## src/rtl/alu_mc_pkg.sv

```systemverilog
// Shared opcode map and FSM encoding for the multi-cycle ALU.
// Imported by the ALU top and its testbench.
package alu_mc_pkg;

    localparam logic [2:0] OC_ADD = 3'b000;
    localparam logic [2:0] OC_SUB = 3'b001;
    localparam logic [2:0] OC_MUL = 3'b010;
    localparam logic [2:0] OC_DIV = 3'b011;
    localparam logic [2:0] OC_NOT = 3'b100;
    localparam logic [2:0] OC_XOR = 3'b101;
    localparam logic [2:0] OC_OR  = 3'b110;
    localparam logic [2:0] OC_AND = 3'b111;

    typedef enum logic [1:0] {
        ST_IDLE = 2'd0,
        ST_BUSY = 2'd1,
        ST_DONE = 2'd2
    } state_t;

endpackage

```

## src/rtl/alu_mc_if.sv

```systemverilog
// Operand/result handshake bundle between the decode stage, the ALU and write-back.
// The slave modport is the ALU side; master is the producer/consumer side.
interface alu_mc_if #(parameter int DATA_WIDTH = 16);

    logic                  in_valid;
    logic                  in_ready;
    logic [2:0]            oc;
    logic [DATA_WIDTH-1:0] a;
    logic [DATA_WIDTH-1:0] b;
    logic                  out_valid;
    logic                  out_ready;
    logic [DATA_WIDTH-1:0] f;
    logic [DATA_WIDTH-1:0] f_hi;
    logic                  flag_z;
    logic                  flag_c;
    logic                  flag_v;
    logic                  flag_dz;

    modport slave (
        input  in_valid, oc, a, b, out_ready,
        output in_ready, out_valid, f, f_hi, flag_z, flag_c, flag_v, flag_dz
    );

    modport master (
        output in_valid, oc, a, b, out_ready,
        input  in_ready, out_valid, f, f_hi, flag_z, flag_c, flag_v, flag_dz
    );

endinterface

```

## src/rtl/alu_mc_iter_core.sv

```systemverilog
// Iterative unsigned shift-add multiplier / restoring divider, one bit per cycle.
// Results are presented combinationally in the final iteration cycle (done=1).
module alu_iter_core #(
    parameter int DATA_WIDTH = 16
) (
    input  logic                  clk,
    input  logic                  rst_n,
    input  logic                  start,
    input  logic                  is_mul,
    input  logic [DATA_WIDTH-1:0] a,
    input  logic [DATA_WIDTH-1:0] b,
    output logic                  done,
    output logic [DATA_WIDTH-1:0] res_lo,
    output logic [DATA_WIDTH-1:0] res_hi
);

    localparam int W  = DATA_WIDTH;
    localparam int CW = $clog2(DATA_WIDTH + 1);

    logic          busy;
    logic          mul_q;
    logic [CW-1:0] cnt;
    // hi: product high half / partial remainder; lo: multiplier bits / quotient bits
    logic [W-1:0]  hi, lo, d;
    logic [W-1:0]  hi_nxt, lo_nxt;
    logic [W:0]    sum, rem_sh, rem_sub;

    // NOTE: every always_comb output gets a default first so no path can infer a latch.
    always_comb begin
        hi_nxt  = hi;
        lo_nxt  = lo;
        sum     = {1'b0, hi} + (lo[0] ? {1'b0, d} : '0);
        rem_sh  = {hi, lo[W-1]};
        rem_sub = rem_sh - {1'b0, d};
        if (mul_q) begin
            hi_nxt = sum[W:1];
            lo_nxt = {sum[0], lo[W-1:1]};
        end else if (rem_sh >= {1'b0, d}) begin
            hi_nxt = rem_sub[W-1:0];
            lo_nxt = {lo[W-2:0], 1'b1};
        end else begin
            hi_nxt = rem_sh[W-1:0];
            lo_nxt = {lo[W-2:0], 1'b0};
        end
    end

    assign done   = busy && (cnt == CW'(W - 1));
    assign res_lo = lo_nxt;
    assign res_hi = hi_nxt;

    // NOTE: sequential state uses non-blocking assignments so all flops update from pre-edge values.
    always_ff @(posedge clk or negedge rst_n) begin
        if (!rst_n) begin
            busy  <= 1'b0;
            mul_q <= 1'b0;
            cnt   <= '0;
            hi    <= '0;
            lo    <= '0;
            d     <= '0;
        end else if (start) begin
            busy  <= 1'b1;
            mul_q <= is_mul;
            cnt   <= '0;
            hi    <= '0;
            lo    <= a;
            d     <= b;
        end else if (busy) begin
            hi  <= hi_nxt;
            lo  <= lo_nxt;
            cnt <= cnt + CW'(1);
            if (done) busy <= 1'b0;
        end
    end

endmodule

```

## src/rtl/alu_mc.sv

```systemverilog
// Multi-cycle handshaked ALU: FSM, handshake, single-cycle ops and registered result/flags.
// MUL and DIV (b!=0) are delegated to alu_iter_core.
module alu_mc
    import alu_mc_pkg::*;
#(
    parameter int DATA_WIDTH = 16
) (
    input  logic        clk,
    input  logic        rst_n,
    alu_mc_if.slave     bus
);

    localparam int W = DATA_WIDTH;

    state_t       state, state_nxt;
    logic         accept, iter_op, core_done;
    logic [2:0]   op_q;
    logic [W-1:0] core_lo, core_hi;

    logic [W-1:0] f_q, f_hi_q;
    logic         z_q, c_q, v_q, dz_q;

    logic [W:0]   add_w, sub_w;
    logic [W-1:0] f_1, f_hi_1;
    logic         c_1, v_1, dz_1;

    assign accept  = bus.in_valid && (state == ST_IDLE);
    assign iter_op = (bus.oc == OC_MUL) || ((bus.oc == OC_DIV) && (bus.b != '0));

    alu_iter_core #(.DATA_WIDTH(W)) u_core (
        .clk    (clk),
        .rst_n  (rst_n),
        .start  (accept && iter_op),
        .is_mul (bus.oc == OC_MUL),
        .a      (bus.a),
        .b      (bus.b),
        .done   (core_done),
        .res_lo (core_lo),
        .res_hi (core_hi)
    );

    always_ff @(posedge clk or negedge rst_n) begin
        if (!rst_n) state <= ST_IDLE;
        else        state <= state_nxt;
    end

    always_comb begin
        state_nxt = state;
        case (state)
            ST_IDLE: if (accept)        state_nxt = iter_op ? ST_BUSY : ST_DONE;
            ST_BUSY: if (core_done)     state_nxt = ST_DONE;
            ST_DONE: if (bus.out_ready) state_nxt = ST_IDLE;
            default:                    state_nxt = ST_IDLE;
        endcase
    end

    always_comb begin
        bus.in_ready  = (state == ST_IDLE);
        bus.out_valid = (state == ST_DONE);
    end

    // Single-cycle ops; a DIV reaching here always has b==0.
    always_comb begin
        add_w  = {1'b0, bus.a} + {1'b0, bus.b};
        sub_w  = {1'b0, bus.a} - {1'b0, bus.b};
        f_1    = '0;
        f_hi_1 = '0;
        c_1    = 1'b0;
        v_1    = 1'b0;
        dz_1   = 1'b0;
        case (bus.oc)
            OC_ADD: begin
                f_1 = add_w[W-1:0];
                c_1 = add_w[W];
                v_1 = (bus.a[W-1] == bus.b[W-1]) && (add_w[W-1] != bus.a[W-1]);
            end
            OC_SUB: begin
                f_1 = sub_w[W-1:0];
                c_1 = sub_w[W];
                v_1 = (bus.a[W-1] != bus.b[W-1]) && (sub_w[W-1] != bus.a[W-1]);
            end
            OC_DIV: begin
                f_1    = '1;
                f_hi_1 = bus.a;
                dz_1   = 1'b1;
            end
            OC_NOT:  f_1 = ~bus.a;
            OC_XOR:  f_1 = bus.a ^ bus.b;
            OC_OR:   f_1 = bus.a | bus.b;
            OC_AND:  f_1 = bus.a & bus.b;
            default: f_1 = '0;
        endcase
    end

    // NOTE: the result registers are reset explicitly so outputs read 0 before the first op.
    always_ff @(posedge clk or negedge rst_n) begin
        if (!rst_n) begin
            op_q   <= OC_ADD;
            f_q    <= '0;
            f_hi_q <= '0;
            z_q    <= 1'b0;
            c_q    <= 1'b0;
            v_q    <= 1'b0;
            dz_q   <= 1'b0;
        end else if (accept) begin
            op_q <= bus.oc;
            if (!iter_op) begin
                f_q    <= f_1;
                f_hi_q <= f_hi_1;
                z_q    <= (f_1 == '0);
                c_q    <= c_1;
                v_q    <= v_1;
                dz_q   <= dz_1;
            end
        end else if (core_done) begin
            f_q    <= core_lo;
            f_hi_q <= core_hi;
            z_q    <= (core_lo == '0);
            c_q    <= (op_q == OC_MUL) && (core_hi != '0);
            v_q    <= 1'b0;
            dz_q   <= 1'b0;
        end
    end

    assign bus.f       = f_q;
    assign bus.f_hi    = f_hi_q;
    assign bus.flag_z  = z_q;
    assign bus.flag_c  = c_q;
    assign bus.flag_v  = v_q;
    assign bus.flag_dz = dz_q;

endmodule

```

## src/flat_wrapper.sv

```systemverilog
// flat-port wrapper written by rule: the top's interface ports become plain ports
module alu_mc_flat import alu_mc_pkg::*;
#(
    parameter int DATA_WIDTH = 16
)
  (clk, rst_n, bus_in_valid, bus_oc, bus_a, bus_b, bus_out_ready, bus_in_ready, bus_out_valid, bus_f, bus_f_hi, bus_flag_z, bus_flag_c, bus_flag_v, bus_flag_dz);
  alu_mc_if #(.DATA_WIDTH(DATA_WIDTH)) bus_i ();
  input  logic clk;
  input  logic rst_n;
  input wire logic [$bits(bus_i.in_valid)-1:0] bus_in_valid;
  input wire logic [$bits(bus_i.oc)-1:0] bus_oc;
  input wire logic [$bits(bus_i.a)-1:0] bus_a;
  input wire logic [$bits(bus_i.b)-1:0] bus_b;
  input wire logic [$bits(bus_i.out_ready)-1:0] bus_out_ready;
  output wire logic [$bits(bus_i.in_ready)-1:0] bus_in_ready;
  output wire logic [$bits(bus_i.out_valid)-1:0] bus_out_valid;
  output wire logic [$bits(bus_i.f)-1:0] bus_f;
  output wire logic [$bits(bus_i.f_hi)-1:0] bus_f_hi;
  output wire logic [$bits(bus_i.flag_z)-1:0] bus_flag_z;
  output wire logic [$bits(bus_i.flag_c)-1:0] bus_flag_c;
  output wire logic [$bits(bus_i.flag_v)-1:0] bus_flag_v;
  output wire logic [$bits(bus_i.flag_dz)-1:0] bus_flag_dz;
  assign bus_i.in_valid = bus_in_valid;
  assign bus_i.oc = bus_oc;
  assign bus_i.a = bus_a;
  assign bus_i.b = bus_b;
  assign bus_i.out_ready = bus_out_ready;
  assign bus_in_ready = bus_i.in_ready;
  assign bus_out_valid = bus_i.out_valid;
  assign bus_f = bus_i.f;
  assign bus_f_hi = bus_i.f_hi;
  assign bus_flag_z = bus_i.flag_z;
  assign bus_flag_c = bus_i.flag_c;
  assign bus_flag_v = bus_i.flag_v;
  assign bus_flag_dz = bus_i.flag_dz;
  alu_mc #(.DATA_WIDTH(DATA_WIDTH)) u_core (.clk(clk), .rst_n(rst_n), .bus(bus_i));
endmodule
```

## config.mk

```make
export PLATFORM = sky130hd
export DESIGN_NAME = alu_mc_flat
export DESIGN_NICKNAME = d
export VERILOG_FILES = /design/src/rtl/alu_mc_pkg.sv /design/src/rtl/alu_mc_if.sv /design/src/rtl/alu_mc_iter_core.sv /design/src/rtl/alu_mc.sv /design/src/flat_wrapper.sv
export SDC_FILE = /design/constraint.sdc
export NUM_CORES = 1
export LEC_CHECK = 0
export CORE_MARGIN = 8
export CORE_UTILIZATION = 40
export CTS_BUF_LIST = sky130_fd_sc_hd__clkbuf_8
export DETAILED_ROUTE_END_ITERATION = 8
export PLACE_DENSITY = 0.66
export SLEW_MARGIN = 20
export SYNTH_ARGS = -nofsm -noshare
export SYNTH_HDL_FRONTEND = slang
export SYNTH_SLANG_ARGS = --single-unit
export TNS_END_PERCENT = 20
```

## constraint.sdc

```tcl
create_clock -name clk -period 4.6 [get_ports clk]
set_input_delay 1.38 -clock clk [delete_from_list [all_inputs] [get_ports clk]]
set_output_delay 1.38 -clock clk [all_outputs]
set_load 0.02 [all_outputs]
```

==> results of run 1 <==
[power by group through the flow]
stage	Combinational, W	Sequential, W	Clock (W)
5_1_grt	0.00621	0.00168	0.000602
4_1_cts	0.00564	0.00162	0.000569
6_report	0.00570	0.00163	0.000557
2_1_floorplan	0.00377	0.00171	0
3_3_place_gp	0.00551	0.00163	0
3_5_place_dp	0.00561	0.00163	0
[metrics by stage]
| stage | setup TNS (ns) | cells | utilization | hold WS (ns) |
|---|---|---|---|---|
| 2_1_floorplan | 0 | 1113 | - | 0.449 |
| 3_5_place_dp | -0.0119 | 1508 | 0.481 | 0.471 |
| 6_report | 0 | 1524 | 0.490 | 0.495 |
| 5_1_grt | 0 | 1524 | 0.490 | 0.529 |
| 4_1_cts | 0 | 1524 | 0.490 | 0.497 |
| 3_3_place_gp | 0 | 1508 | 0.481 | 0.463 |
[state kept, by name (all words and copies together) (netlist names)]
name                 flops
u_core.bus.f            16
u_core.bus.f_hi         16
u_core.u_core.cnt        5
u_core.u_core.hi        16
u_core.bus.flag_dz       1
u_core.bus.flag_v        1
u_core.op_q              3
u_core.u_core.mul_q      1
u_core.bus.flag_c        1
u_core.bus.flag_z        1
u_core.u_core.d         16
u_core.u_core.busy       1
u_core.state             2
u_core.u_core.lo        16
[layout make-up]
class | instances | share of cell area
multi-input combinational | 883 | 0.560
inverter | 76 | 0.0266
tap | 280 | 0.0327
clock buffer | 9 | 0.0116
sequential | 96 | 0.224
clock inverter | 7 | 0.00595
timing repair buffer | 173 | 0.139
[logic make-up after synthesis]
group	share of synthesized area
compound gates	0.272
xor+xnor	0.0323
fa+ha+maj	0.128
buf+inv	0.0604
flops	0.269
mux	0.0475
simple gates	0.191
[path summary, 6_finish.rpt]
kind                       depth (start not counted)  slack, ns                              end
setup / recovery                                  13       0.35     u_core.bus.f[14]$_DFFE_PN0P_
hold / removal                                     2       0.49     u_core.bus.f[13]$_DFFE_PN0P_
setup reg to reg                                  13       0.46    u_core.bus.flag_c$_DFFE_PN0P_
hold reg to reg                                    2       0.49     u_core.bus.f[13]$_DFFE_PN0P_
max in group asynchronous                          2       2.71  u_core.u_core.hi[7]$_DFFE_PN0P_
min in group asynchronous                          1       1.11  u_core.u_core.hi[2]$_DFFE_PN0P_
[per-layer routing]
layer,global-route usage,vias to the layer above,part of all wire
li1,-,4297,-
met1,0.309,4204,0.47
met2,0.319,353,0.43
met3,0.0414,47,0.083
met4,0.0637,0,0.022
met5,0,-,0
[cell usage in the layout, fill, tap and decap left out, drive strengths merged, types with 11 or more instances in the layout]
master	count
nor2	133
nand2	107
buf	98
dfrtp	96
o21ai	94
ha	85
inv	79
clkdlybuf4s50	75
a21oi	70
mux2i	39
a221oi	29
nor3	25
and2	20
nand3	20
a21o	18
xnor2	18
a211oi	17
xor2	15
a31oi	15
o22ai	13
o31ai	13
and3	11
[worst max-delay path: cells and delay by family]
kind / cells / cell delay (ns)
compound gates: 7 / 1.70
buf+inv: 2 / 0.57
simple gates: 2 / 0.34
fa+ha+maj: 2 / 0.57
==> run_results.csv, run 1 <==
group,metric,value,unit
power_and_ir_drop,pwr-share-seq,0.207,
cells_and_area,multiInputGateArea,6010,um2
synth,synth_cells,1113,
routing,drc,0,
placed_design,io_buffers,76,
timing,finClkSkew,0.0194,ns
timing,slew_headroom,0.339,
worst_hold_path,min_from,"u_core.bus.f[13]$_DFFE_PN0P_",
power_and_ir_drop,switchingPower,0.00406,W
synth,synthTopCellsByArea,"dfrtp_1 27%, ha_1 12%, nor2_1 5.5%",
timing,fin_crit_sh,0.924,
cts,cts_sinks,96,
worst_setup_path,slowest_stage,"clkdlybuf4s50_1",
worst_setup_path,critical_path_arrival,4.56,ns
synth,synth.top_cell.area_share,0.269,
synth,synth_common_cells,"132 x nor2_1, 107 x nand2_1, 96 x dfrtp_1",
timing,fin_ws,0.348,ns
routing,wl,29800,um
worst_setup_path,r2r-start,"u_core.u_core.lo[0]$_DFFE_PN0P_",
power_and_ir_drop,internal-power,0.00382,W
outcome,run_status,"finished, final reports clean",
power_and_ir_drop,clock_power_share,0.071,
cts,cts_resized,0,
worst_setup_path,cp_max_fo,3,
power_and_ir_drop,power_density,735,nW/um2
placed_design,pre_cts_ws,-0.0119,ns
timing,rsz0062_at_grt,"false",
synth,ys_types,83,
synth,synthesis.yosys.warnings,0,
routing,via_per_inst,5.84,
cts,cts.clk_slew.worst_paths,0.11,ns
timing,fmax,235,MHz
placed_design,gp_congestion,0.909,
worst_setup_path,cp_data_required_time,4.91,ns
routing,vias,8901,
cts,insertion_delay,0.41,ns
routing,dr.pass1.iters,5,
grt,groute.usage.overall,0.215,
placed_design,place_area,10500,um2
power_and_ir_drop,switching_share,0.515,
cells_and_area,diodes,0,
cts,clock-root-buffer,"clkbuf_8",
cells_and_area,syn_to_final_growth,20.0,%
job,cap_violations,0,
cells_and_area,stdcell_area,10700,um2
grt,grt_start_max_net_pins,74,
worst_setup_path,worstSetupStartpoint,"bus_b[0]",
floorplanning,die_x,165,um
synth,avgSynthCellArea,8.03,um2
cts,htree_levels,3,
floorplanning,rows,54,
synth,synth_flop_cell,"dfrtp_1",
synth,synth_seq_cells,96,
worst_setup_path,cpMostUsedCell,"a221oi_1",
synth,synth_edf_count,0,
routing,drt_iter0_drc,786,
worst_hold_path,hold_class,"reg2reg",
worst_setup_path,critical_path.endpoint_type,"register",
worst_setup_path,startpoint_type,"input pin",
placed_design,hpwl,23200,um
timing,slew_viol_final,0,
cts,cts_tree,"done",
floorplanning,core_area,21900,um2
synth,synth_fp_nets,1241,
worst_setup_path,crit_type,"in2reg",
grt,antenna_found_initial,0,
routing,wl_per_cell,19.5,um
cts,cts_made_buffers,9,
worst_setup_path,crit_chain,"clkdlybuf4s50_1 > ha_1 > inv_1 > fa_1 > nor2b_1 > o2111ai_1 > nand2_1 > a221oi_1 > a211oi_1 > a31oi_1 > a221oi_1 > o221ai_1 > o221a_2",
grt,grt_first_pass_wirelength,46300,um
grt,overflow,0,
routing,route.antenna.remaining_nets,0,
cells_and_area,fin_nets,1367,
timing,setup_viol,0,
cells_and_area,fillerInstances,2194,
cts,hold_buffers,0,
cts,cts_setup_buffers,0,
power_and_ir_drop,peakVddDrop,323,uV
synth,async_flop_share,1.00,
floorplanning,die_area,27400,um2
timing,hold_violations,0,
synth,yosys.area.top_type,"dfrtp_1",
timing,tightest_slew,0.985,ns
synth,syn_area,8930,um2
synth,yosys.cell_count.top_type,"nor2_1",
cts,cts.path.max_buffers,2,
power_and_ir_drop,power_frac_comb,0.723,
synth,ys_seq_area_frac,0.269,
power_and_ir_drop,power,0.00788,W
power_and_ir_drop,power_leakage,4.85,nW
grt,first_global_vias,8338,
cells_and_area,drive_gt1_frac,0.121,
floorplanning,die_h,165,um
timing,period_minus_slack,4.25,ns
cells_and_area,regArea,2400,um2
worst_setup_path,cp_slowest_stage_delay,0.51,ns
floorplanning,start_util,0.408,
floorplanning,pin_count,77,
(Power assumes the default switching activity.)
==> run 2, diff against run 1 <==
RECOVER_POWER = 100   (was not set)
REMOVE_ABC_BUFFERS = 1   (was not set)
==> run 2 against run 1 <==
The flow now finishes with violations (max-capacitance violations, max-slew violations); non-clock buffer count shrank 3; clock skew barely moved; clock power increased by 5.4%; largest cell class unchanged; highest routed layer unchanged.
==> run_results.csv, run 2 (same netlist as run 1, synthesis figures left out) <==
group,metric,value,unit
placed_design,gp_congestion,0.960,
timing,slew_viol_final,67,
cts,clock-root-buffer,"clkbuf_8",
cells_and_area,layout_commonest_cell,"nor2_1",
worst_setup_path,critPathTopFamily,"simple AND/OR/NAND/NOR gates",
grt,first_global_vias,8632,
worst_setup_path,cp_max_fo,4,
floorplanning,core_area,21900,um2
cells_and_area,drive_gt1_frac,0.117,
floorplanning,pin_count,77,
power_and_ir_drop,clock_power_share,0.074,
timing,slew_headroom,-0.187,
power_and_ir_drop,pwr-share-seq,0.203,
routing,met2_wirelength,13800,um
cells_and_area,stdcell_area,10700,um2
routing,wl_per_cell,20.7,um
worst_setup_path,critical_path_arrival,4.71,ns
cts,cts_sinks,96,
cells_and_area,mostFrequentLayoutCells,"131 x nor2_1, 107 x nand2_1, 94 x dfrtp_1",
grt,grt_first_pass_wirelength,49200,um
cts,cts_tree,"done",
power_and_ir_drop,peakVddDrop,373,uV
cells_and_area,syn_to_final_growth,19.4,%
cts,cts_resized,0,
cts,hold_buffers,0,
placed_design,placed_cells,1505,
cts,insertion_delay,0.41,ns
power_and_ir_drop,internal-power,0.00379,W
routing,drc,0,
power_and_ir_drop,power_density,742,nW/um2
cts,cts.path.max_buffers,2,
cells_and_area,fillerInstances,2211,
routing,top_layer,"met4",
floorplanning,die_x,165,um
routing,route.antenna.remaining_nets,0,
floorplanning,die_area,27400,um2
power_and_ir_drop,power_leakage,4.82,nW
timing,rsz0062_at_grt,"false",
worst_setup_path,cpMostUsedCell,"nand4_1",
timing,tightest_slew,1.78,ns
power_and_ir_drop,switchingPower,0.00412,W
routing,wl,31500,um
cts,htree_levels,3,
grt,antenna_found_initial,0,
worst_hold_path,hold_class,"reg2reg",
worst_setup_path,cp_slowest_stage_delay,0.47,ns
cells_and_area,diodes,0,
cts,cts_setup_buffers,0,
timing,finClkSkew,0.0199,ns
timing,fin_crit_sh,0.955,
worst_setup_path,slowest_stage,"clkdlybuf4s50_1",
floorplanning,rows,54,
worst_setup_path,startpoint_type,"input pin",
cells_and_area,instances_no_fill,1521,
cells_and_area,multiInputGateArea,5980,um2
worst_setup_path,cp_data_required_time,4.92,ns
job,cap_violations,1,
worst_setup_path,crit_chain,"clkdlybuf4s50_1 > inv_1 > ha_1 > o21bai_1 > nor4b_1 > buf_4 > o31a_1 > o21ai_0 > xor2_1 > a21oi_1 > nand4_1 > nor4_1 > nand4_1 > o31ai_1",
timing,tns,0,ns
worst_setup_path,critical_path.endpoint_type,"register",
grt,overflow,0,
cts,cts_made_buffers,9,
routing,via_per_inst,5.90,
routing,vias,8974,
placed_design,io_buffers,76,
outcome,violations,"max-capacitance violations, max-slew violations",
grt,grt_start_max_net_pins,67,
timing,fmax,228,MHz
power_and_ir_drop,power,0.00792,W
power_and_ir_drop,power_frac_comb,0.723,
timing,setup_viol,0,
timing,hold_violations,0,
grt,groute.usage.overall,0.233,
power_and_ir_drop,switching_share,0.521,
routing,met1_length,14600,um
outcome,run_status,"complete, but fails checks",
floorplanning,start_util,0.408,
placed_design,place_area,10500,um2
cells_and_area,fin_nets,1364,
routing,dr.pass1.iters,9,
worst_setup_path,cp_num_buf_inv,3,
floorplanning,die_h,165,um
placed_design,hpwl,24300,um
timing,period_minus_slack,4.39,ns
cts,cts.clk_slew.worst_paths,0.12,ns
routing,drt_iter0_drc,776,
routing,wl_met3,2180,um
worst_setup_path,crit_type,"in2reg",
cells_and_area,regArea,2400,um2
==> run 2: cell count changes in the layout (fill, tap and decap cells not counted), moves of 2 or more <==
| cell | delta |
|---|---|
| clkdlybuf4s50_1 | -41 |
| buf_4 | -12 |
| clkbuf_1 | +3 |
| nor2_4 | -2 |
| dlygate4sd3_1 | +41 |
| clkbuf_2 | +3 |
| clkbuf_4 | +2 |
==> run 2: final timing paths <==
kind | end | cells past startpoint | start | slack [ns]
min in group asynchronous | u_core.u_core.hi[1]$_DFFE_PN0P_ | 1 | rst_n | 1.46
max in group asynchronous | u_core.op_q[2]$_DFFE_PN0P_ | 2 | rst_n | 1.52
max | u_core.bus.flag_z$_DFFE_PN0P_ | 14 | bus_b[1] | 0.21
max reg2reg | u_core.bus.flag_c$_DFFE_PN0P_ | 13 | u_core.u_core.lo[0]$_DFFE_PN0P_ | 0.24
min reg2reg | u_core.bus.flag_c$_DFFE_PN0P_ | 2 | u_core.bus.flag_c$_DFFE_PN0P_ | 0.50
min | u_core.bus.flag_c$_DFFE_PN0P_ | 2 | u_core.bus.flag_c$_DFFE_PN0P_ | 0.50
==> run 2: area by class of cell <==
| class | instances | area share |
|---|---|---|
| Clock buffer | 10 | 0.0129 |
| Clock inverter | 6 | 0.00481 |
| Inverter | 76 | 0.0267 |
| Multi-Input combinational cell | 883 | 0.561 |
| Sequential cell | 96 | 0.225 |
| Tap cell | 280 | 0.0328 |
| Timing Repair Buffer | 170 | 0.137 |
==> run 2: layer usage <==
layer / vias to the layer above / track usage
li1: 4285 / -
met1: 4286 / 0.323
met2: 345 / 0.351
met3: 58 / 0.0372
met4: 0 / 0.0978
met5: - / 0
==> run 2: tightest hold or removal path: cells and delay by family, from the launching register on <==
kind | cells | cell delay [ns]
compound gates | 1 | 0.05
flops | 1 | 0.35
simple gates | 1 | 0.06
==> run 2: metrics by stage <==
stage | worst slack, ns | util | hold WS [ns]
after floorplan | -0.156 | - | 0.449
after global placement | -0.0789 | 0.481 | 0.468
after detailed placement | -0.114 | 0.481 | 0.473
after CTS | 0.304 | 0.489 | 0.497
after global routing | 0.0678 | 0.487 | 0.525
final | 0.208 | 0.487 | 0.496
==> run 2: power by group through the flow <==
stage	sequential (W)	combinational, W	clock (W)
4_1_cts	0.00160	0.00573	0.000597
3_5_place_dp	0.00162	0.00570	0
2_1_floorplan	0.00181	0.00360	0
5_1_grt	0.00166	0.00625	0.000624
3_3_place_gp	0.00161	0.00563	0
6_report	0.00161	0.00572	0.000587
==> run 3, diff against run 2 <==
CTS_BUF_LIST = sky130_fd_sc_hd__clkbuf_4 sky130_fd_sc_hd__clkbuf_8 sky130_fd_sc_hd__clkbuf_16   (was sky130_fd_sc_hd__clkbuf_8)
SYNTH_HIERARCHICAL = 1   (was not set)
==> run 3 against run 2 <==
The run still ends with max-capacitance violations, max-slew violations left; routed wire length up 1.6%; worst setup slack worse by 0.033 ns; non-clock buffer count up 8; clock skew down 0.015 ns; register-to-register slack better by 0.15 ns; combinational power down 8.2%; flip-flop and latch count unchanged; sequential power about the same; core utilization down 0.32 points; total power down 3.3%; first-iteration DRC count up 21%; via count up 3.1%; critical path type unchanged; largest cell class unchanged; highest routed layer unchanged.
==> run_results.csv, run 3 <==
group,metric,value,unit
grt,overflow,0,
cells_and_area,diodes,0,
worst_setup_path,slowest_stage,"dlygate4sd3_1",
floorplanning,pin_count,77,
timing,tns,0,ns
worst_hold_path,hold_path_depth,1,
cts,hold_buffers,0,
routing,drc,0,
cts,cts_made_buffers,9,
worst_setup_path,startpoint_type,"input pin",
worst_setup_path,critical_path.endpoint_type,"register",
job,cap_violations,1,
synth,synth_compound_area_frac,0.267,
outcome,run_status,"complete, but fails checks",
synth,synthesis.yosys.warnings,6,
worst_setup_path,r2r-end,"u_core/bus.flag_c$_DFFE_PN0P_",
routing,dr.pass1.iters,5,
timing,setup_viol,0,
timing,fin_hold_ws,0.479,ns
cts,cts_setup_buffers,0,
cells_and_area,layout_commonest_cell,"nand2_1",
worst_setup_path,crit_chain,"dlygate4sd3_1 > nor4b_1 > buf_4 > nand4_1 > o41ai_1 > clkbuf_1 > clkbuf_4 > or2_2 > inv_2 > inv_1 > clkbuf_1 > nand2_1 > o32ai_1",
cts,cts.clk_slew.worst_paths,0.07,ns
floorplanning,die_h,169,um
routing,via_per_inst,5.72,
worst_hold_path,hold_class,"reg2reg",
floorplanning,die_x,169,um
worst_setup_path,r2r-start,"u_core/u_core/hi[1]$_DFFE_PN0P_",
timing,rsz0062_at_grt,"false",
power_and_ir_drop,clock_power_share,0.107,
grt,grt_first_pass_wirelength,50700,um
grt,grt_start_max_net_pins,62,
timing,hold_violations,0,
cts,insertion_delay,0.34,ns
worst_setup_path,critical_path_arrival,4.66,ns
power_and_ir_drop,power_leakage,5.19,nW
synth,synth_fa_ha_area_frac,0.123,
worst_setup_path,cpMostUsedCell,"clkbuf_1",
floorplanning,start_util,0.402,
timing,slew_viol_final,47,
cells_and_area,mostFrequentLayoutCells,"142 x nand2_1, 101 x nor2_1, 96 x dfrtp_1",
synth,yosys.cell_count.top_type,"nand2_1",
worst_setup_path,cp_max_fo,10,
synth,syn_area,9330,um2
placed_design,gp_congestion,0.935,
routing,drt_iter0_drc,939,
grt,antenna_found_initial,0,
cts,cts_resized,0,
worst_setup_path,cp_data_required_time,4.84,ns
synth,synthTopCellsByArea,"dfrtp_1 26%, ha_1 11%, nand2_1 5.7%",
synth,synth_flop_cell,"dfrtp_1",
power_and_ir_drop,peakVddDrop,252,uV
timing,fmax,226,MHz
floorplanning,rows,56,
cells_and_area,stdcell_area,11200,um2
synth,ys_seq_area_frac,0.257,
placed_design,placed_cells,1601,
synth,ys_types,91,
routing,wl,32100,um
timing,period_minus_slack,4.42,ns
worst_setup_path,reg2reg_slack,0.39,ns
cts,clock-root-buffer,"clkbuf_16",
synth,synth_edf_count,0,
synth,synth.top_cell.area_share,0.257,
timing,finClkSkew,0.00486,ns
cells_and_area,final_util,0.484,
grt,groute.usage.overall,0.223,
cts,cts_tree,"done",
synth,synthSimpleGateAreaFrac,0.198,
synth,synth_common_cells,"142 x nand2_1, 101 x nor2_1, 96 x dfrtp_1",
power_and_ir_drop,pwr-share-seq,0.207,
synth,async_flop_share,1.00,
synth,synth_top_family_by_area,"compound AO/OA/AOI/OAI gates",
power_and_ir_drop,switchingPower,0.00376,W
cts,htree_levels,3,
cells_and_area,fillerInstances,2270,
placed_design,io_buffers,76,
worst_setup_path,reg2regPathDepth,15,
worst_hold_path,hold_end,"u_core/bus.flag_dz$_DFFE_PN0P_",
timing,fin_crit_sh,0.962,
outcome,violations,"max-capacitance violations, max-slew violations",
timing,tightest_slew,2.58,ns
worst_setup_path,cp_slowest_stage_delay,0.76,ns
worst_setup_path,crit_type,"in2reg",
synth,yosys.area.top_type,"dfrtp_1",
synth,synth_seq_cells,96,
grt,first_global_vias,9097,
cells_and_area,fin_nets,1421,
cells_and_area,instances_no_fill,1617,
routing,vias,9255,
floorplanning,core_area,23200,um2
synth,synth_xor_area_frac,0.0225,
power_and_ir_drop,internal-power,0.00389,W
cells_and_area,syn_to_final_growth,20.3,%
synth,avgSynthCellArea,7.99,um2
floorplanning,die_area,28500,um2
cts,cts.path.max_buffers,2,
synth,synth_cells,1168,
timing,slew_headroom,-0.721,
power_and_ir_drop,switching_share,0.492,
synth,yosys-mux-area-fraction,0.0646,
placed_design,hpwl,25300,um
worst_hold_path,min_from,"u_core/bus.flag_dz$_DFFE_PN0P_",
power_and_ir_drop,power_frac_comb,0.686,
cells_and_area,drive_gt1_frac,0.127,
power_and_ir_drop,power_density,682,nW/um2
cts,cts_sinks,96,
routing,wl_per_cell,19.8,um
routing,route.antenna.remaining_nets,0,
placed_design,place_area,11000,um2
run 3: critical path: cells and delay by family:
kind | cells | cell delay (ns)
buffers and inverters | 7 | 1.91
AO/OA/AOI/OAI | 2 | 0.46
AND/OR/NAND/NOR | 4 | 0.89
run 3: how the worst max path moves through the flow:
stage / start / endpoint / slack, ns
floorplan: bus_oc[1] / u_core/u_core/hi[4]$_DFFE_PN0P_ / 0.48
global route: bus_oc[0] / u_core/u_core/hi[15]$_DFFE_PN0P_ / 0.07
detailed placement: bus_oc[0] / u_core/bus.f_hi[4]$_DFFE_PN0P_ / 0.04
CTS: bus_oc[0] / u_core/bus.f_hi[5]$_DFFE_PN0P_ / 0.39
finish: bus_oc[0] / u_core/u_core/hi[10]$_DFFE_PN0P_ / 0.18
global placement: bus_oc[0] / u_core/bus.flag_z$_DFFE_PN0P_ / 0.12
run 3: through the flow:
step                setup WS (ns)  total power (W)
finish                      0.176          0.00765
CTS                         0.389          0.00768
global placement            0.116          0.00676
global route               0.0681          0.00825
floorplan                   0.477          0.00517
detailed placement         0.0437          0.00682
run 3: cell families after synthesis:
family          after synthesis
simple gates                389
compound gates              360
buf+inv                     153
flops                        96
fa+ha+maj                    89
mux                          57
xor+xnor                     24
run 3: layer usage:
metal / global-route usage / vias up / part of all wire
met2: 0.389 / 266 / 0.49
met4: 0.0741 / 0 / 0.026
li1: - / 4448 / -
met5: 0 / - / 0
met1: 0.284 / 4494 / 0.43
met3: 0.0214 / 47 / 0.048
run 3: cell type report:
class / instances / area (um2) / area share
inverter: 89 / 334 / 0.0297
clock buffer: 13 / 280 / 0.0250
timing repair buffer: 178 / 1500 / 0.134
tap: 319 / 399 / 0.0355
sequential: 96 / 2400 / 0.214
multi-input combinational: 919 / 6270 / 0.558
clock inverter: 3 / 46.3 / 0.00412
run 3: power by group through the flow:
stage	clock network [W]	logic [W]	registers, W
final	0.000818	0.00525	0.00158
after global routing	0.000864	0.00575	0.00164
after CTS	0.000829	0.00527	0.00159
after detailed placement	0	0.00523	0.00159
after global placement	0	0.00517	0.00159
after floorplan	0	0.00344	0.00173
==> RTL change 1 (settings of run 2) <==
`DATA_WIDTH` is set to 16 in 4 places; all go to 8.
--- a/src/rtl/alu_mc_if.sv
+++ b/src/rtl/alu_mc_if.sv
@@ -2,3 +2,3 @@
 // The slave modport is the ALU side; master is the producer/consumer side.
-interface alu_mc_if #(parameter int DATA_WIDTH = 16);
+interface alu_mc_if #(parameter int DATA_WIDTH = 8);
 
--- a/src/rtl/alu_mc_iter_core.sv
+++ b/src/rtl/alu_mc_iter_core.sv
@@ -3,3 +3,3 @@
 module alu_iter_core #(
-    parameter int DATA_WIDTH = 16
+    parameter int DATA_WIDTH = 8
 ) (
--- a/src/rtl/alu_mc.sv
+++ b/src/rtl/alu_mc.sv
@@ -5,3 +5,3 @@
 #(
-    parameter int DATA_WIDTH = 16
+    parameter int DATA_WIDTH = 8
 ) (
--- a/src/flat_wrapper.sv
+++ b/src/flat_wrapper.sv
@@ -3,3 +3,3 @@
 #(
-    parameter int DATA_WIDTH = 16
+    parameter int DATA_WIDTH = 8
 )
Interface: changed (resized bus_a, bus_b, bus_f and bus_f_hi); port bits go from 77 to 45. The function was not compared with the original's and may differ.
==> RTL change 1 against run 2 <==
The flow still finishes with violations (max-capacitance violations, max-slew violations); register-to-register slack better by 1100 ps; sequential cell count is 41 lower; cell area is 50% lower; final cell count is 52% lower; routed wire length is 58% lower; worst setup slack better by 300 ps; area after synthesis is 48% lower; die area is 44% lower; power is 52% lower.
==> RTL change 1: results (changes against run 2) <==
Timing
  – Max-slew violation count: 38 (was 67)
  – Clk_skew: 6.71 ps (was 19.9 ps)

Outcome
  – Violated checks: max-capacitance violations, max-slew violations (unchanged)
  – Status: finished with violations (unchanged)

Global routing
  – GRT met2 Usage: 27.6% (was 35.1%)
  – Gr usage total: 17.6% (was 23.3%)
  – Largest net degree at the start of global routing: 47 (was 67)

Critical path
  – Crit path largest cell delay: 630 ps (was 470 ps)
  – Crit. Startpoint: bus_a[0] (was bus_b[1])
  – Slowest-stage cell, CP: dlygate4sd3_1 (was clkdlybuf4s50_1)
  – Crit path arrival time: 4330 ps (was 4710 ps)

Pwr
  – Gate power share: 67.4% (was 72.3%)
  – Share of power burned in registers: 24.8% (was 20.3%)
  – LEAKAGE: 2.35 nW (was 4.82 nW)

Drt
  – Metal-1 WL: 6040 µm (was 14600 µm)
  – Initial DRC count: 412 (was 776)
  – Met3 routed WL: 1020 µm (was 2180 µm)
  – WL met2: 5930 µm (was 13800 µm)

Cells and area
  – Fill count: 1110 (was 2211)
  – Layout Nets: 661 (was 1364)
  – Share of layout cells above drive strength 1: 6.23% (was 11.7%)
  – Core Util, Final: 46.9% (was 48.7%)

Synth
  – Synth Area in Adders: 12.8% (about the same)
  – Syn Area/Cell: 8.37 µm² (was 8.03 µm²)
  – Xor and xnor area share after synthesis: 3.59% (was 3.23%)

Place
  – DP HPWL: 10400 µm (was 24300 µm)

Job
  – Max-cap violations: 1 (unchanged)
-- RTL change 1: cell types whose count changed after synthesis, moves of 11 or more --
| cell | before | now |
|---|---|---|
| a211oi_1 | 17 | 6 |
| a21o_1 | 18 | 7 |
| a21oi_1 | 68 | 31 |
| a221oi_1 | 28 | 8 |
| clkbuf_1 | 49 | 24 |
| dfrtp_1 | 96 | 55 |
| ha_1 | 85 | 41 |
| inv_1 | 76 | 38 |
| mux2i_1 | 39 | 22 |
| nand2_1 | 107 | 64 |
| nor2_1 | 132 | 47 |
| nor3_1 | 25 | 13 |
| o21ai_0 | 90 | 44 |
-- RTL change 1: area by class of cell --
| cell class | instances | area share (%) |
|---|---|---|
| clock inverters | 3 | 0.492 |
| multi-input cells | 432 | 56.3 |
| inverters | 40 | 2.81 |
| flip-flops and latches | 55 | 25.8 |
| well taps | 143 | 3.35 |
| clock buffers | 5 | 1.29 |
| repair buffers | 59 | 9.99 |
==> RTL change 2 (config.mk and constraints of run 2) <==
Made on the original files. The 3 states of `state_t` get a one-hot encoding in 3 bits.
--- a/src/rtl/alu_mc_pkg.sv
+++ b/src/rtl/alu_mc_pkg.sv
@@ -13,6 +13,6 @@
 
-    typedef enum logic [1:0] {
-        ST_IDLE = 2'd0,
-        ST_BUSY = 2'd1,
-        ST_DONE = 2'd2
+    typedef enum logic [2:0] {
+        ST_IDLE = 3'b001,
+        ST_BUSY = 3'b010,
+        ST_DONE = 3'b100
     } state_t;
Behaviour: no difference found for any inputs over 10 cycles, from zero or initial values and one cycle with rst_n low; not proved beyond that.
==> RTL change 2 against run 2 <==
The run still ends with max-capacitance violations, max-slew violations left; area after synthesis increased by 1.7%; sequential share of layout area decreased by 0.85 points; power decreased by 3.7%; first-iteration DRC count decreased by 3.1%; final cell count increased by 6.0%; cell area increased by 5.0%; combinational power decreased by 4.7%; routed wire length decreased by 1.6%; critical path depth decreased by 2; sequential cell count increased by 1; worst setup slack got worse by 97 ps; largest cell class unchanged; largest power group unchanged; highest routed layer is now met5.
==> RTL change 2: results (changes against run 2) <==
Place
  – RD Place Congestion: 0.973 (was 0.960)
  – Dpl cell area: 11100 µm² (was 10500 µm²)

Timing
  – Clk_skew: 12.8 ps (was 19.9 ps)
  – Worst rel slew slack: -19.2% (was -18.7%)
  – Max-slew violation count: 100 (was 67)

Critical path
  – Crit path arrival time: 4810 ps (was 4710 ps)
  – Crit path largest cell delay: 540 ps (was 470 ps)
  – Slowest-stage cell, CP: or4b_1 (was clkdlybuf4s50_1)
  – Crit path max fanout: 5 (was 4)

Drt
  – Initial DRC count: 752 (was 776)
  – Via count: 9324 (was 8974)
  – WL final: 31000 µm (was 31500 µm)

Pwr
  – VDD IR max: 318 µV (was 373 µV)
  – LEAKAGE: 5.11 nW (was 4.82 nW)

Synth
  – Post-synthesis sequential area ratio: 26.7% (was 26.9%)
  – Post-synth top cells: nor2_1 (123), nand2_1 (118), dfrtp_1 (96), inv_1 (93), o21ai_0 (93) (was nor2_1 (132), nand2_1 (107), dfrtp_1 (96), o21ai_0 (90), ha_1 (85))
  – Synth top area cells: dfrtp_1 (26%), ha_1 (12%), o21ai_0 (5.1%) (was dfrtp_1 (27%), ha_1 (12%), nor2_1 (5.5%))

Global routing
  – Initial antenna violation count: 1 (was 0)
  – Largest net degree at the start of global routing: 70 (was 67)
  – Number of global-route vias before repair: 9078 (was 8632)

Job
  – Max-cap violations: 2 (was 1)

Outcome
  – Violated checks: max-capacitance violations, max-slew violations (unchanged)
  – Status: finished with violations (unchanged)

Cells and area
  – Fill count: 2226 (was 2211)
  – Layout Nets: 1451 (was 1364)

Clock network
  – Clk_lat worst skew: 390 ps (was 410 ps)
[RTL change 2: cell types whose count changed after synthesis, moves of 8 or more]
| cell | run 2 | this run |
|---|---|---|
| inv_1 | 76 | 93 |
| a21oi_1 | 68 | 82 |
| a221oi_1 | 28 | 16 |
| nand2_1 | 107 | 118 |
| nor2_1 | 132 | 123 |
| o2111ai_1 | 2 | 10 |
[RTL change 2: per-stage QoR]
stage          setup TNS (ps)  util [%]  instances  setup slack, ps
2_1_floorplan            -557         -       1093             -557
3_3_place_gp             -379      49.1       1597             -246
3_5_place_dp             -388      49.1       1597             -248
4_1_cts                     0      50.0       1613              162
5_1_grt                     0      49.8       1613             1.46
6_report                    0      49.8       1613              112
[RTL change 2: layout make-up]
type	instances	area [µm²]	share of cell area (%)
multi-input cells	901	6070	54.1
flip-flops and latches	97	2430	21.7
repair buffers	219	1800	16.0
inverters	95	357	3.18
well taps	285	357	3.18
clock buffers	10	138	1.23
clock inverters	6	58.8	0.525
[RTL change 2: tightest hold or removal path: stages (launching register included)]
cell     delay [ps]
dfrtp_1         360
nand2_1          50
nand2_1          60
[RTL change 2: logic make-up after synthesis]
logic type / share of synthesized area, %
multiplexers: 5.59
AND/OR/NAND/NOR: 20.0
AO/OA/AOI/OAI: 25.6
adder cells (fa/ha/maj): 12.6
XOR/XNOR: 2.60
flip-flops: 26.7
buffers and inverters: 6.88
[RTL change 2: final timing paths]
| kind | start | slack [ps] | to |
|---|---|---|---|
| worst min register to register | u_core.op_q[2] | 490 | u_core.op_q[2] |
| worst min-delay path | u_core.op_q[2] | 490 | u_core.op_q[2] |
| max in group asynchronous | rst_n | 830 | u_core.bus.f_hi[2] |
| worst max register to register | u_core.u_core.lo[0] | 410 | u_core.bus.flag_c |
| worst max-delay path | bus_b[5] | 110 | u_core.bus.flag_z |
| min in group asynchronous | rst_n | 1460 | u_core.u_core.cnt[3] |
[RTL change 2: metal layers]
layer | share of wire, % | track usage (%)
met1 | 44 | 29.2
met2 | 47 | 36.7
met3 | 5.5 | 2.29
met4 | 3.4 | 8.30
met5 | 0.035 | 0
[RTL change 2: repair_timing]
item / 4_1_cts / 5_1_grt
buffers inserted: 0 / 0
setup endpoints to repair: 0 / 1
resized for setup: 0 / 3
[RTL change 2: power by group]
| group | switching, W | total (W) | internal, W |
|---|---|---|---|
| clock network | 0.000357 | 0.000581 | 0.000224 |
| registers | 0.000316 | 0.00159 | 0.00128 |
| logic | 0.00319 | 0.00545 | 0.00226 |
| total | 0.00386 | 0.00762 | 0.00376 |
